$ cat config.mk
export PLATFORM = sky130hd
export DESIGN_NAME = flash_read_ctrl
export DESIGN_NICKNAME = d
export VERILOG_FILES = /design/src/rtl/flash_read_pkg.sv /design/src/rtl/flash_read_ctrl.sv
export SDC_FILE = /design/constraint.sdc
export NUM_CORES = 1
export LEC_CHECK = 0
export CORE_MARGIN = 1.5
export CORE_UTILIZATION = 46
export CTS_CLUSTER_DIAMETER = 30
export DETAILED_ROUTE_END_ITERATION = 12
export PLACE_DENSITY = 0.95
export SKIP_CTS_REPAIR_TIMING = 1
export SLEW_MARGIN = 20
export SYNTH_ARGS = -nofsm -noshare
export SYNTH_HDL_FRONTEND = slang
export SYNTH_SLANG_ARGS = --single-unit
$ cat constraint.sdc
create_clock -name clk_50M -period 3.3 [get_ports clk_50M]
set_input_delay 0.495 -clock clk_50M [delete_from_list [all_inputs] [get_ports clk_50M]]
set_output_delay 0.495 -clock clk_50M [all_outputs]
set_load 0.01 [all_outputs]
$ cat src/rtl/flash_read_pkg.sv
// Shared types and constants for the single-word flash read master.
package flash_read_pkg;

    typedef enum logic [2:0] {
        StIdle,
        StIssue,
        StWaitData,
        StDone,
        StHold
    } state_e;

    localparam logic [3:0]  FLASH_BYTEENABLE    = 4'hF;
    localparam logic [5:0]  FLASH_BURSTCOUNT    = 6'd1;
    localparam int unsigned DEFAULT_TIMEOUT_CYC = 1023;

endpackage

$ cat src/rtl/flash_read_ctrl.sv
// Single-word Avalon-MM read master for the on-board flash controller, with a
// bounded timeout that completes a stalled read with an error flag.
module flash_read_ctrl
    import flash_read_pkg::*;
#(
    parameter int unsigned ADDR_W      = 23,
    parameter int unsigned DATA_W      = 32,
    parameter int unsigned TIMEOUT_CYC = DEFAULT_TIMEOUT_CYC
) (
    input  logic              clk_50M,
    input  logic              reset_n,
    input  logic              start_read,
    input  logic [ADDR_W-1:0] address,
    output logic [DATA_W-1:0] read_data,
    output logic              read_done,
    output logic              error,
    output logic              busy,
    output logic              flash_mem_read,
    output logic [ADDR_W-1:0] flash_mem_address,
    output logic [3:0]        flash_mem_byteenable,
    output logic [5:0]        flash_mem_burstcount,
    input  logic              flash_mem_waitrequest,
    input  logic [DATA_W-1:0] flash_mem_readdata,
    input  logic              flash_mem_readdatavalid
);

    localparam int unsigned CntW = $clog2(TIMEOUT_CYC + 1);

    state_e            state_q, state_d;
    logic [CntW-1:0]   cnt_q, cnt_d;
    logic [ADDR_W-1:0] addr_q, addr_d;
    logic [DATA_W-1:0] data_q, data_d;
    logic              done_q, done_d;
    logic              error_q, error_d;
    logic              busy_q, busy_d;
    logic              mem_read_q, mem_read_d;

    logic              cnt_expire;
    logic              timeout;
    logic              capture;

    // The counter was cleared on acceptance, so this fires on the
    // TIMEOUT_CYC-th edge spent in ISSUE/WAIT_DATA.
    assign cnt_expire = (cnt_q == CntW'(TIMEOUT_CYC - 1));

    // State register
    always_ff @(posedge clk_50M or negedge reset_n) begin
        if (!reset_n) begin
            state_q <= StIdle;
        end else begin
            state_q <= state_d;
        end
    end

    // Next-state logic; timeout wins over a same-edge accept or data beat
    always_comb begin
        state_d = state_q;
        timeout = 1'b0;
        capture = 1'b0;
        unique case (state_q)
            StIdle: begin
                if (start_read) state_d = StIssue;
            end
            StIssue: begin
                if (cnt_expire) begin
                    state_d = StDone;
                    timeout = 1'b1;
                end else if (!flash_mem_waitrequest) begin
                    if (flash_mem_readdatavalid) begin
                        state_d = StDone;
                        capture = 1'b1;
                    end else begin
                        state_d = StWaitData;
                    end
                end
            end
            StWaitData: begin
                if (cnt_expire) begin
                    state_d = StDone;
                    timeout = 1'b1;
                end else if (flash_mem_readdatavalid) begin
                    state_d = StDone;
                    capture = 1'b1;
                end
            end
            StDone: begin
                state_d = StHold;
            end
            StHold: begin
                if (!start_read) state_d = StIdle;
            end
            default: begin
                state_d = StIdle;
            end
        endcase
    end

    // Output logic: registered outputs are decoded from the next state
    always_comb begin
        done_d     = (state_d == StDone);
        error_d    = timeout;
        busy_d     = (state_d != StIdle);
        mem_read_d = (state_d == StIssue);
    end

    // Datapath next-state
    always_comb begin
        cnt_d  = cnt_q;
        addr_d = addr_q;
        data_d = data_q;
        unique case (state_q)
            StIdle: begin
                if (start_read) begin
                    addr_d = address;
                    cnt_d  = '0;
                end
            end
            StIssue, StWaitData: begin
                cnt_d = cnt_q + CntW'(1);
                if (capture) data_d = flash_mem_readdata;
            end
            default: ;
        endcase
    end

    always_ff @(posedge clk_50M or negedge reset_n) begin
        if (!reset_n) begin
            cnt_q      <= '0;
            addr_q     <= '0;
            data_q     <= '0;
            done_q     <= 1'b0;
            error_q    <= 1'b0;
            busy_q     <= 1'b0;
            mem_read_q <= 1'b0;
        end else begin
            cnt_q      <= cnt_d;
            addr_q     <= addr_d;
            data_q     <= data_d;
            done_q     <= done_d;
            error_q    <= error_d;
            busy_q     <= busy_d;
            mem_read_q <= mem_read_d;
        end
    end

    assign read_data            = data_q;
    assign read_done            = done_q;
    assign error                = error_q;
    assign busy                 = busy_q;
    assign flash_mem_read       = mem_read_q;
    assign flash_mem_address    = addr_q;
    assign flash_mem_byteenable = FLASH_BYTEENABLE;
    assign flash_mem_burstcount = FLASH_BURSTCOUNT;

endmodule

==> summary.md <==
| Metric | Value |
|---|---|
| Outcome | `finished with violations` |
| Failing checks | `DRC` |
| Critical Path End Type | `flip-flop` |
| CTS root buf | `clkbuf_8` |
| Final Max Tran Viols | `0` |
| Post-route cell area | `4540 um^2` |
| Residual DRC | `13` |
| CTS tree | `built` |
| Die width | `85.6 um` |
| DP Area | `4340 um^2` |
| Net Sw Frac | `35.2%` |
| Port buffer count | `118` |
| MaxCap Viol Count | `0` |
| WL/cell | `14.8 um` |
| Setup CP Type | `reg -> reg` |
| Clock Tree Buf Depth | `2` |
| Main area contributors after synthesis | `dfrtp_1, mux2_2, nand2_1, buf_4, nor2_1` |
| Tmin final | `2.28 ns` |
| Synth area leader | `dfrtp_1` |
| Seq cells post-synth | `72` |
| Sink Count | `72` |
| Max IR drop VDD | `0.443 mV` |
| Syn Inst Count | `290` |
| DRT iter0 DRCs | `134` |
| Ys flop type | `dfrtp_1` |
| RSZ-0062 raised after global routing | `no` |
| Clock slew at reported path FFs | `0.08 ns` |
| Gr usage total | `20.6%` |
| Post-synth EDFFs | `0` |
| Sequential share of power | `37.9%` |
| CP max stage cell | `or4_4` |
| Ys async rst share | `100%` |
| Layout cells sized above 1 | `15.0%` |
| Clock share of power | `16.0%` |
| Synth Area in Compound Gates | `4.39%` |
| First-pass GRT wire length | `11800 um` |
| Storage cell area | `1800 um^2` |
| Max Clk Rate | `439 MHz` |
| Fill count | `475` |
| Top Ports | `129` |
| Via count | `2472` |
| Final GP Congestion | `0.930` |
| Yosys top cell area share | `57.4%` |
| Setup violators final | `0` |
| Area delta synth->final | `44.6%` |
| Seq/Total Area, Yosys | `57.4%` |
| Setup crit start kind | `flip-flop` |
| Clock skew | `0.0159 ns` |
| Antenna-violating nets left | `0` |
| Multi-input gate area | `1200 um^2` |
| Detailed placement HPWL | `5460 um` |
| Largest net degree at the start of global routing | `38` |
| Mean Syn Cell Area | `10.8 um^2` |
| Ant. Diodes | `0` |
| Hold Fails Final Rpt | `0` |
| Yosys cell types | `39` |
| Relative slew slack | `56.6%` |
| Initial Util | `48.6%` |
| Arrival @ worst endpoint | `2.50 ns` |
| Setup TNS | `0 ns` |
| Worst-Margin Slew | `0.645 ns` |
| Largest family of logic cells by synthesized area | `simple AND/OR/NAND/NOR gates` |
| H-tree depth | `3` |
| Most frequent cells in the layout | `clkdlybuf4s50_1, nand2_1, dfrtp_1` |
| Xor/xnor share of the synthesized area | `1.12%` |
| Cell class contributing the biggest share of worst-path delay | `simple AND/OR/NAND/NOR gates` |
| CP peak stage delay | `0.59 ns` |
| Vias in the first global route | `2504` |
| Cell Area, Synth | `3140 um^2` |
| Leak | `1.98 nW` |
| Worst path required time | `3.52 ns` |
| Switch Pwr | `0.00150 W` |
| Latest clock arrival within the worst-skew pair | `0.35 ns` |
| DRT Pass-1 Iters | `9` |
| Hold Crit Class | `in -> async` |
| CTS Buf Count | `9` |
| Number of antenna violations at the first check in global routing | `0` |
| Worst-path fanout max | `10` |
| Int Power | `0.00276 W` |
| Simple-gate share of the synthesized area | `18.9%` |
| CP cell instances | `nand4_2 -> or4_4 -> and2_1 -> clkinv_8 -> nor3_1 -> or3_1` |
| Core area | `6460 um^2` |
| Final Cycle Share | `69.0%` |
| Adder-cell share of the synthesized area | `0.797%` |
| Via/cell ratio | `5.04` |
| Combinational power share | `46.1%` |
| Final nets | `470` |
| Die area | `7330 um^2` |
| Syn. warnings | `0` |
| Rows | `29` |
| Multiplexer share of the synthesized area | `11.5%` |
| Most common cell after layout, fill and taps aside | `clkdlybuf4s50_1` |
| CP bufs+invs | `1` |
| Power Dens Cells | `937 nW/um^2` |
| DIE HEIGHT | `85.6 um` |
| Gr ovfl total | `0` |
| Routed WL | `7270 um` |
[worst register-to-register path, cell delays in order, from the launching register on]
cell	delay, ns
dfrtp_1	0.47
nand4_2	0.22
or4_4	0.59
and2_1	0.35
clkinv_8	0.11
nor3_1	0.05
or3_1	0.36
[synth_stat cells (all sizes together) (2+ instances only)]
cell,count
nand2,80
dfrtp,72
mux2,32
buf,17
nor2,14
clkbuf,7
nand3,7
nor3,6
o21ai,5
inv,4
nand3b,4
or4,4
xnor2,4
a41oi,3
nor4,3
or3,3
a21boi,2
a21oi,2
conb,2
ha,2
nor3b,2
o211a,2
o211ai,2
[metal layers]
metal  GRT usage (%)  share of wire (%)  wire, um
met5               0                  0         0
met4            5.87                1.0        73
met3            6.93                8.9       650
met2            35.6                 51      3690
met1            24.6                 39      2860
[worst paths after layout]
path                                 startpoint                    end  slack, ns  depth (start not counted)
setup / recovery                       cnt_q[6]               cnt_q[6]       1.02                          6
hold / removal                          reset_n  flash_mem_address[15]       0.05                          1
setup reg to reg                       cnt_q[6]               cnt_q[6]       1.02                          6
hold reg to reg            flash_mem_address[5]   flash_mem_address[5]       0.48                          2
max in group asynchronous               reset_n          read_data[10]       2.48                          2
min in group clk_50M       flash_mem_address[5]   flash_mem_address[5]       0.48                          2
[cell type report]
type                    instances  share of cell area [%]
clock buffers                  10                    2.81
clock inverters                 6                    1.49
inverters                       5                   0.689
multi-input cells             197                    26.4
flip-flops and latches         72                    39.7
well taps                      77                    2.12
repair buffers                123                    26.8
[metrics by stage]
stage | util, % | std cells | hold WS [ns] | power, W | worst slack, ns
2_1_floorplan | - | 298 | 0.199 | 0.00260 | 1.33
3_3_place_gp | 67.2 | 474 | 0.426 | 0.00349 | 0.891
3_5_place_dp | 67.2 | 474 | 0.424 | 0.00361 | 0.792
4_1_cts | 70.2 | 490 | 0.0381 | 0.00430 | 1.05
5_1_grt | 70.2 | 490 | 0.0535 | 0.00453 | 0.946
6_report | 70.2 | 490 | 0.0463 | 0.00425 | 1.02
[flip-flops by register name, indices dropped and copies added, names as in the netlist]
name,cells
read_data,32
busy,1
flash_mem_address,23
flash_mem_read,1
error,1
read_done,1
state_q,3
cnt_q,10
[cell families (layout without fill, tap and decap cells)]
| family | Yosys count | count (layout) |
|---|---|---|
| AOI/OAI and AO/OA | 19 | 19 |
| xor gates and xnor gates | 4 | 4 |
| adders and majority gates | 2 | 2 |
| buffers and inverters | 29 | 144 |
| DFF | 72 | 72 |
| muxes | 32 | 32 |
| other | 2 | 10 |
| and+or+nand+nor | 130 | 130 |
[power groups by stage]
stage          clock network (W)  logic [W]  registers (W)
2_1_floorplan                  0   0.000876        0.00173
3_3_place_gp                   0    0.00190        0.00159
3_5_place_dp                   0    0.00198        0.00163
4_1_cts                 0.000698    0.00198        0.00162
5_1_grt                 0.000739    0.00212        0.00167
6_report                0.000680    0.00196        0.00161
Note: power is estimated with default switching activity, not from simulation.
